==> config.mk <==
export PLATFORM = sky130hd
export DESIGN_NAME = puzzle_shuffler
export DESIGN_NICKNAME = d
export VERILOG_FILES = /design/src/rtl/puzzle_shuffler.sv
export SDC_FILE = /design/constraint.sdc
export NUM_CORES = 1
export LEC_CHECK = 0
export BUFFER_PORTS_ARGS = -buffer_cell sky130_fd_sc_hd__clkbuf_2
export CAP_MARGIN = 20
export CORE_ASPECT_RATIO = 0.75
export CORE_UTILIZATION = 55
export CTS_BUF_LIST = sky130_fd_sc_hd__clkbuf_16
export DETAILED_ROUTE_END_ITERATION = 12
export PLACE_DENSITY = 0.79
export SLEW_MARGIN = 30
export SYNTH_ARGS = -nofsm -noshare
export SYNTH_HDL_FRONTEND = slang
export SYNTH_SLANG_ARGS = --single-unit
==> constraint.sdc <==
create_clock -name clk -period 7 [get_ports clk]
set_input_delay 1.05 -clock clk [delete_from_list [all_inputs] [get_ports clk]]
set_output_delay 1.05 -clock clk [all_outputs]
set_load 0.01 [all_outputs]
==> src/rtl/puzzle_shuffler.sv <==
// puzzle_shuffler: on a start request, loads the solved 3x3 board and scrambles it
// with exactly N_MOVES legal blank moves, one per clock. Each move is picked from a
// free-running LFSR, so the timing of the button press supplies the randomness. The
// board only changes through legal moves, so the result is always solvable.
module puzzle_shuffler #(
  parameter int          N_MOVES   = 64,
  parameter logic [15:0] LFSR_SEED = 16'hACE1
) (
  input  logic        clk,
  input  logic        rst_n,
  input  logic        start,
  output logic [11:0] row1,
  output logic [11:0] row2,
  output logic [11:0] row3,
  output logic [3:0]  blank_pos,
  output logic        busy,
  output logic        done
);

  localparam int CNT_W = $clog2(N_MOVES + 1);
  localparam logic [CNT_W-1:0] CNT_LAST = CNT_W'(N_MOVES - 1);
  localparam logic [CNT_W-1:0] CNT_ONE  = CNT_W'(1);
  localparam logic [3:0] BLANK_HOME = 4'd8;

  // Cell p holds board_r[p]; cell 0 is top-left and cell 8 is bottom-right.
  localparam logic [8:0][3:0] SOLVED = {4'h0, 4'h8, 4'h7, 4'h6, 4'h5,
                                        4'h4, 4'h3, 4'h2, 4'h1};

  // Blank motion directions; reversing a move flips bit 0.
  localparam logic [1:0] DIR_L = 2'd0;
  localparam logic [1:0] DIR_R = 2'd1;
  localparam logic [1:0] DIR_U = 2'd2;
  localparam logic [1:0] DIR_D = 2'd3;

  typedef enum logic [0:0] {
    IDLE    = 1'b0,
    SHUFFLE = 1'b1
  } state_t;

  state_t          state_r;
  state_t          state_nxt_s;
  logic [15:0]     lfsr_r;
  logic [8:0][3:0] board_r;
  logic [8:0][3:0] board_mv_s;
  logic [3:0]      blank_r;
  logic [CNT_W-1:0] cnt_r;
  logic [1:0]      prev_dir_r;
  logic            prev_valid_r;
  logic            busy_r;
  logic            done_r;
  logic            load_s;
  logic            move_s;
  logic            last_s;
  logic [1:0]      dir_s;
  logic [3:0]      tgt_s;
  logic [3:0]      tgt_tile_s;

  // Row index (0 = top) of a cell index.
  function automatic logic [1:0] pos_row(input logic [3:0] pos);
    logic [1:0] r;
    case (pos)
      4'd0, 4'd1, 4'd2: r = 2'd0;
      4'd3, 4'd4, 4'd5: r = 2'd1;
      4'd6, 4'd7, 4'd8: r = 2'd2;
      default:          r = 2'd0;
    endcase
    return r;
  endfunction

  // Column index (0 = left) of a cell index.
  function automatic logic [1:0] pos_col(input logic [3:0] pos);
    logic [1:0] c;
    case (pos)
      4'd0, 4'd3, 4'd6: c = 2'd0;
      4'd1, 4'd4, 4'd7: c = 2'd1;
      4'd2, 4'd5, 4'd8: c = 2'd2;
      default:          c = 2'd0;
    endcase
    return c;
  endfunction

  // True when the blank at pos can move in direction dir without leaving the board.
  function automatic logic dir_legal(input logic [1:0] dir, input logic [3:0] pos);
    logic ok;
    case (dir)
      DIR_L:   ok = (pos_col(pos) != 2'd0);
      DIR_R:   ok = (pos_col(pos) != 2'd2);
      DIR_U:   ok = (pos_row(pos) != 2'd0);
      DIR_D:   ok = (pos_row(pos) != 2'd2);
      default: ok = 1'b0;
    endcase
    return ok;
  endfunction

  // Scan seed, seed+1, seed+2, seed+3 and keep the first legal, non-reversing direction.
  // Every cell has at least two legal moves, so exactly one is always excluded at most.
  function automatic logic [1:0] pick_dir(input logic [1:0] seed, input logic [3:0] pos,
                                          input logic pv, input logic [1:0] pd);
    logic [1:0] cand;
    logic [1:0] pick;
    logic       found;
    found = 1'b0;
    pick  = seed;
    cand  = seed;
    for (int i = 0; i < 4; i++) begin
      cand = seed + 2'(i);
      if (!found && dir_legal(cand, pos) && !(pv && (cand == (pd ^ 2'b01)))) begin
        found = 1'b1;
        pick  = cand;
      end else begin
        found = found;
      end
    end
    return pick;
  endfunction

  // Cell index the blank moves into.
  function automatic logic [3:0] step_target(input logic [1:0] dir, input logic [3:0] pos);
    logic [3:0] t;
    case (dir)
      DIR_L:   t = pos - 4'd1;
      DIR_R:   t = pos + 4'd1;
      DIR_U:   t = pos - 4'd3;
      DIR_D:   t = pos + 4'd3;
      default: t = pos;
    endcase
    return t;
  endfunction

  // Choose this cycle's move and build the board that results from it.
  always_comb begin
    dir_s      = pick_dir(lfsr_r[1:0], blank_r, prev_valid_r, prev_dir_r);
    tgt_s      = step_target(dir_s, blank_r);
    tgt_tile_s = 4'h0;
    board_mv_s = board_r;
    for (int p = 0; p < 9; p++) begin
      if (4'(p) == tgt_s) begin
        tgt_tile_s = board_r[p];
      end else begin
        tgt_tile_s = tgt_tile_s;
      end
    end
    for (int p = 0; p < 9; p++) begin
      if (4'(p) == blank_r) begin
        board_mv_s[p] = tgt_tile_s;
      end else if (4'(p) == tgt_s) begin
        board_mv_s[p] = 4'h0;
      end else begin
        board_mv_s[p] = board_r[p];
      end
    end
  end

  // Next-state and control decode: start is only honoured in IDLE.
  always_comb begin
    state_nxt_s = state_r;
    load_s      = 1'b0;
    move_s      = 1'b0;
    last_s      = 1'b0;
    case (state_r)
      IDLE: begin
        if (start) begin
          load_s      = 1'b1;
          state_nxt_s = SHUFFLE;
        end else begin
          state_nxt_s = IDLE;
        end
      end
      SHUFFLE: begin
        move_s = 1'b1;
        if (cnt_r == CNT_LAST) begin
          last_s      = 1'b1;
          state_nxt_s = IDLE;
        end else begin
          state_nxt_s = SHUFFLE;
        end
      end
      default: begin
        state_nxt_s = IDLE;
      end
    endcase
  end

  // State register.
  always_ff @(posedge clk or negedge rst_n) begin
    if (!rst_n) begin
      state_r <= IDLE;
    end else begin
      state_r <= state_nxt_s;
    end
  end

  // Free-running LFSR, x^16+x^14+x^13+x^11+1, stepping in every state.
  always_ff @(posedge clk or negedge rst_n) begin
    if (!rst_n) begin
      lfsr_r <= LFSR_SEED;
    end else begin
      lfsr_r <= {lfsr_r[14:0], lfsr_r[15] ^ lfsr_r[13] ^ lfsr_r[12] ^ lfsr_r[10]};
    end
  end

  // Board, blank position, move history and move counter.
  always_ff @(posedge clk or negedge rst_n) begin
    if (!rst_n) begin
      board_r      <= SOLVED;
      blank_r      <= BLANK_HOME;
      prev_dir_r   <= DIR_L;
      prev_valid_r <= 1'b0;
      cnt_r        <= '0;
    end else if (load_s) begin
      board_r      <= SOLVED;
      blank_r      <= BLANK_HOME;
      prev_dir_r   <= DIR_L;
      prev_valid_r <= 1'b0;
      cnt_r        <= '0;
    end else if (move_s) begin
      board_r      <= board_mv_s;
      blank_r      <= tgt_s;
      prev_dir_r   <= dir_s;
      prev_valid_r <= 1'b1;
      cnt_r        <= cnt_r + CNT_ONE;
    end else begin
      board_r      <= board_r;
      blank_r      <= blank_r;
      prev_dir_r   <= prev_dir_r;
      prev_valid_r <= prev_valid_r;
      cnt_r        <= cnt_r;
    end
  end

  // Status flags: busy spans the shuffle, done pulses once after the last move.
  always_ff @(posedge clk or negedge rst_n) begin
    if (!rst_n) begin
      busy_r <= 1'b0;
      done_r <= 1'b0;
    end else begin
      done_r <= last_s;
      if (load_s) begin
        busy_r <= 1'b1;
      end else if (last_s) begin
        busy_r <= 1'b0;
      end else begin
        busy_r <= busy_r;
      end
    end
  end

  assign row1      = {board_r[0], board_r[1], board_r[2]};
  assign row2      = {board_r[3], board_r[4], board_r[5]};
  assign row3      = {board_r[6], board_r[7], board_r[8]};
  assign blank_pos = blank_r;
  assign busy      = busy_r;
  assign done      = done_r;

endmodule

# After elaboration in Yosys (flattened, before gate mapping)
# Memory sizes are Yosys's and may differ from the RTL's.
# Cells that the tools add are included.
# Widths: inputs -> output; s select.
# totals
latchBits,0
mem_bits_ro,512
word_cells,216
regBits,69
n_memories,16
output_inout_bits,42
in_bits,3
ram_bits,0
# classes
mul,0
shift,0
add_sub_neg,8
div,0
bitwise,5
n_eq_ne,44
n_mux,73
order_cmp,0
n_reduce_logical,53
# memory_table
name,depth,width,rd,rd_ports_with_merged_regs,wr,line_no,source
(name not given),16,2,1,0,0,73,case (pos)
(name not given),16,2,1,0,0,73,
(name not given),16,2,1,0,0,61,case (pos)
(name not given),16,2,1,0,0,61,
(name not given),16,2,1,0,0,73,
(name not given),16,2,1,0,0,73,
+10 memories,n/a,n/a,n/a,n/a,n/a,n/a,
# op_table
op,count
$mux 4,29
$mux 36,2
$mux 2,21
$eq 3x4->1 const A,8
$reduce_bool 3->1,9
$eq 2x2->1 const B,10
$reduce_bool 2->1,10
$reduce_and 2->1,9
$eq 2x4->1 const A,4
$ne 2x2->1 const B,8
$pmux 1 s4,4
$pmux 4 s4,1
$mux 7,2
$mux 1,13
$logic_and 1x1->1,11
$eq 2x1->1 const B,5
$logic_not 2->1,5
$eq 1x4->1 const A,2
$eq 2x2->1,4
$eq 4x4->1 const A,2
$logic_not 4->1,2
$add 7x1->7 const B,1
$eq 7x6->1 const B,1
$logic_not 1->1,7
9 further kinds,13

# Logic depth before layout (Yosys ltp)
# logic_depth
depth_word,33
ltp_mapped,23

# Least setup slack after synthesis
# No wires, ideal clock.
# synth_timing
path_type,register to register
from,register blank_r[0] (netlist: blank_pos[0])
to,register board_r (netlist bit row2[11])
path_slack_ns,1.948
synth_period_minus_slack_ns,5.052
path_stages_with_launch,24
t_arrival_ns,4.920
required_time_ns,6.868
cell_sequence,dfrtp_1 -> clkbuf_1 -> inv_1 -> ha_1 -> clkbuf_1 -> nand3b_1 -> a31oi_1 -> nand3_2 -> and2_1 -> or4_4 -> and3_1 -> buf_6 -> a21oi_1 -> inv_1 -> fa_1 -> inv_1 -> a31oi_1 -> a31oi_4 -> buf_2 -> or3_1 -> o2111ai_1 -> o22ai_1 -> a21oi_2 -> o2bb2ai_1
# synth_between
elab_chain_cells,33
elab_cells_between_ends,101
cone_classes,4 x add/sub; 20 x eq/ne; 39 x mux; 22 x reduce/logical; 16 x memory
# synth_rtl
item,line_no,source
"start, declared",45,logic [3:0] blank_r;
"start signal, assigned",218,blank_r <= tgt_s;
"start signal, assigned",224,blank_r <= blank_r;
$mem_v2 16x2 (on tied branches),n/a,
$mux 2,85,case (dir)
$ne 2x2->1 (tied with other cells),89,DIR_D: ok = (pos_row(pos) != 2'd2);
$pmux 1 s4,85,
$logic_and 1x1->1,107,"if (!found && dir_legal(cand, pos) && !(pv && (cand == (pd ^ 2'b01)))) begin"
$mux 1,107,
$logic_not 1->1,107,
$logic_and 1x1->1 (2 in a row),107,
[8 not listed],n/a,
$mux 2,107,
$eq 2x2->1 (tied with other cells),120,case (dir)
$pmux 4 s4,120,
$logic_not 4->1,137,if (4'(p) == tgt_s) begin
$mux 4 (9 in a row),137,
$mux 4,144,if (4'(p) == blank_r) begin
$mux 36,216,end else if (move_s) begin
$mux 36,210,end else if (load_s) begin
"end signal, assigned",217,board_r <= board_mv_s;
"end signal, assigned",223,board_r <= board_r;
"end, declared",43,logic [8:0][3:0] board_r;
# Parallel ways exist; a longest one is shown, timed or not. The select of a mux whose other input is x is not followed.
# A chain may end at the register's enable or synchronous reset.

# Worst setup path in the final report
# Ends and elaborated chain as after synthesis.

==> metrics.md <==
| Metric | Value |
|---|---|
| Status | `complete, no violations` |
| Share of the synthesized area in the top cell type | `28.8%` |
| Area delta synth->final | `13.4%` |
| Ys async rst share | `100%` |
| Num rows | `26` |
| H-tree levels | `3` |
| Post-CTS Setup Repair Bufs | `0` |
| Pin count of the biggest net entering global routing | `70` |
| Mapped Avg Cell Area | `9.81 um2` |
| HP Class | `flop to flop` |
| Crit end category | `flop` |
| Reg2Reg Launch Point | `blank_pos[0]` |
| Final Critical Period | `5.96 ns` |
| Resized cells post-CTS | `0` |
| Worst Tran Pin Value | `0.862 ns` |
| Setup violations, final | `0` |
| CTS max path bufs | `2` |
| Primary FF master, synth | `dfrtp_1` |
| Crit-path max FO | `24` |
| Die Span Y | `76.6 um` |
| WHS | `0.357 ns` |
| Post-synthesis register bit count | `69` |
| Initial Utilization | `58.3%` |
| Met3 WL post-DR | `1270 um` |
| Number of synthesized flops with an enable pin | `0` |
| Final hold viol count | `0` |
| Fmax | `0.168 GHz` |
| Die Footprint | `7770 um2` |
| Hold depth | `0` |
| Reg2Reg Depth | `19` |
| Hold Crit Start | `lfsr_r[9]` |
| Final Cell Area | `4630 um2` |
| Syn. warnings | `0` |
| Vias in the first global route | `3282` |
| Share of cells above drive strength 1 | `24.3%` |
| PortBufs | `44` |
| Max-slew headroom | `42.5%` |
| Fillers | `532` |
| GRT overflow | `0` |
| Worst setup path class | `flop to flop` |
| Root buffer cell | `clkbuf_16` |
| Die W | `101 um` |
| # IOs | `45` |
| Post-Syn Instances | `416` |
| Post-Route M1 WL | `4820 um` |
| Final RePlAce weighted congestion | `0.921` |
| TritonCTS clock tree | `yes` |
| Area leader, netlist | `dfrtp_1` |
| Routed wire length | `10900 um` |
| Worst Path Required | `7.19 ns` |
| Worst r2r dst | `row2[11]` |
| Core area | `6990 um2` |
| Placed Area | `4340 um2` |
| Initial antenna violation count | `0` |
| Total CTS buffers | `9` |
| Post-DR wirelength/cell | `19.6 um` |
| Post-synth net total | `435` |
| Clock sink total | `69` |
| Synth Cell Area | `4080 um2` |
| TNS Setup | `0 ns` |
| Hold Buf Count CTS | `0` |
| Final worst-path cycle share | `85.2%` |
| Skew final | `0.00502 ns` |
| Worst path arrival time | `6.15 ns` |
| RSZ-0062 raised after global routing | `no` |
| Via density | `6.64` |
| # DRC | `0` |
| Type of origin of the critical path | `flop` |
| GRT Util Overall | `30.1%` |
| Drt first pass iters | `6` |
| Ranking of synthesized cells by area | `dfrtp_1 29%, dfstp_2 14%, ha_1 4.6%` |
| Worst-path clk slew | `0.06 ns` |
| Detail Route Antenna Nets | `0` |
| Final #Nets | `471` |
| 1st-iter DRT viols | `431` |
| Flop-to-flop setup slack | `1.04 ns` |
| Max-cap violations | `0` |
| Antenna Cells | `0` |
| Vias | `3684` |
| First-pass GRT wire length | `17800 um` |
| Met2 WL post-DR | `4680 um` |
| Sequential-to-total area share from yosys stat | `43.0%` |
| DR top layer | `met4` |
| Clock Latency Late Sink | `0.33 ns` |
| Post-DP HPWL | `7640 um` |
| Yosys cell types | `76` |
| Hold Path Sink | `lfsr_r[10]` |
| Final Max Slew Viols | `0` |
-- through the flow --
step	cells	setup slack, ns	utilization (%)
2_1_floorplan	416	1.95	-
6_report	555	1.04	66.1
5_1_grt	555	0.649	66.1
4_1_cts	555	1.19	66.1
3_5_place_dp	539	1.21	62.1
3_3_place_gp	539	1.28	62.1
-- placed cells by master (no fill, tap or decap), types with 7 or more instances in the layout --
cell | Yosys | routed
a31oi_1 | 14 | 14
and3_1 | 7 | 7
inv_1 | 14 | 14
nand3_1 | 22 | 22
dfstp_2 | 22 | 22
clkbuf_16 | 0 | 9
nand4_1 | 7 | 7
dfrtp_1 | 47 | 47
o21ai_1 | 26 | 26
a21oi_1 | 18 | 18
nor2_1 | 16 | 16
clkbuf_2 | 0 | 43
ha_1 | 15 | 15
o21ai_0 | 11 | 11
nand2_1 | 38 | 38
nand2b_1 | 9 | 9
-- how the worst max path moves through the flow --
stage	startpoint	to	slack, ns	cells after the start
floorplan	blank_pos[0]	row2[11]	1.95	23
global placement	blank_pos[0]	row2[11]	1.28	19
detailed placement	blank_pos[0]	row2[11]	1.21	19
CTS	blank_pos[0]	row2[11]	1.19	19
global route	blank_pos[0]	row2[11]	0.65	19
finish	blank_pos[0]	row2[11]	1.04	19
-- cells by family after synthesis --
family,Yosys count,share of synthesized area (%)
flip-flops,69,43.0
multiplexers,10,3.22
AO/OA/AOI/OAI,130,22.9
AND/OR/NAND/NOR,143,19.4
adder cells (fa/ha/maj),16,5.09
buffers and inverters,37,3.96
XOR/XNOR,11,2.36
-- critical path, cell delays in order (launching register included) --
cell and delay, ns:
dfrtp_1 0.50, inv_1 0.35, ha_1 0.45, nand3b_1 0.31
a31oi_1 0.28, nand3_2 0.13, and2_1 0.19, or4_4 0.50
and3_1 0.29, a21oi_1 0.20, inv_1 0.08, fa_1 0.43
inv_1 0.06, a31oi_1 0.05, a31oi_4 0.62, mux2_2 0.41
o21ai_0 0.16, o22ai_1 0.13, a21oi_2 0.51, o2bb2ai_1 0.16
-- registers in the layout, summed over array words and instances, names as in the netlist --
register and cells:
blank_pos 4, busy 1, cnt_r 7, done 1, lfsr_r 16, prev_dir_r 2, prev_valid_r 1, row1 12
row2 12, row3 12, state_r 1
-- synthesized netlist by cell type (all sizes together), types with 3 or more instances --
library cell	instances
a21o	4
a21oi	21
a22o	4
a31oi	16
a32o	3
and2	5
and3	7
buf	10
clkbuf	13
dfrtp	47
dfstp	22
ha	15
inv	14
mux2	5
mux2i	3
nand2	38
nand2b	9
nand3	23
nand4	7
nand4b	5
nor2	17
nor2b	4
nor3	5
nor4	5
o2111ai	3
o211ai	4
o21ai	37
o221ai	3
o22ai	6
o2bb2ai	5
or2	3
or3	3
xnor2	6
xor2	5
-- routing by layer --
| layer | vias to the layer above | global-route usage, % |
|---|---|---|
| met5 | - | 0 |
| met4 | 0 | 7.83 |
| li1 | 1633 | - |
| met2 | 243 | 41.8 |
| met1 | 1786 | 45.5 |
| met3 | 22 | 8.90 |
-- layout make-up --
class	instances	area, um2	area share [%]
Tap cell	98	123	2.65
Multi-Input combinational cell	310	2160	46.8
Clock buffer	9	225	4.87
Clock inverter	7	57.6	1.24
Timing Repair Buffer	48	250	5.41
Inverter	14	52.6	1.14
Sequential cell	69	1750	37.9
Power is left out: the tool's default activity adds up to more than one toggle a clock period on the data nets, which glitch-free logic cannot reach.
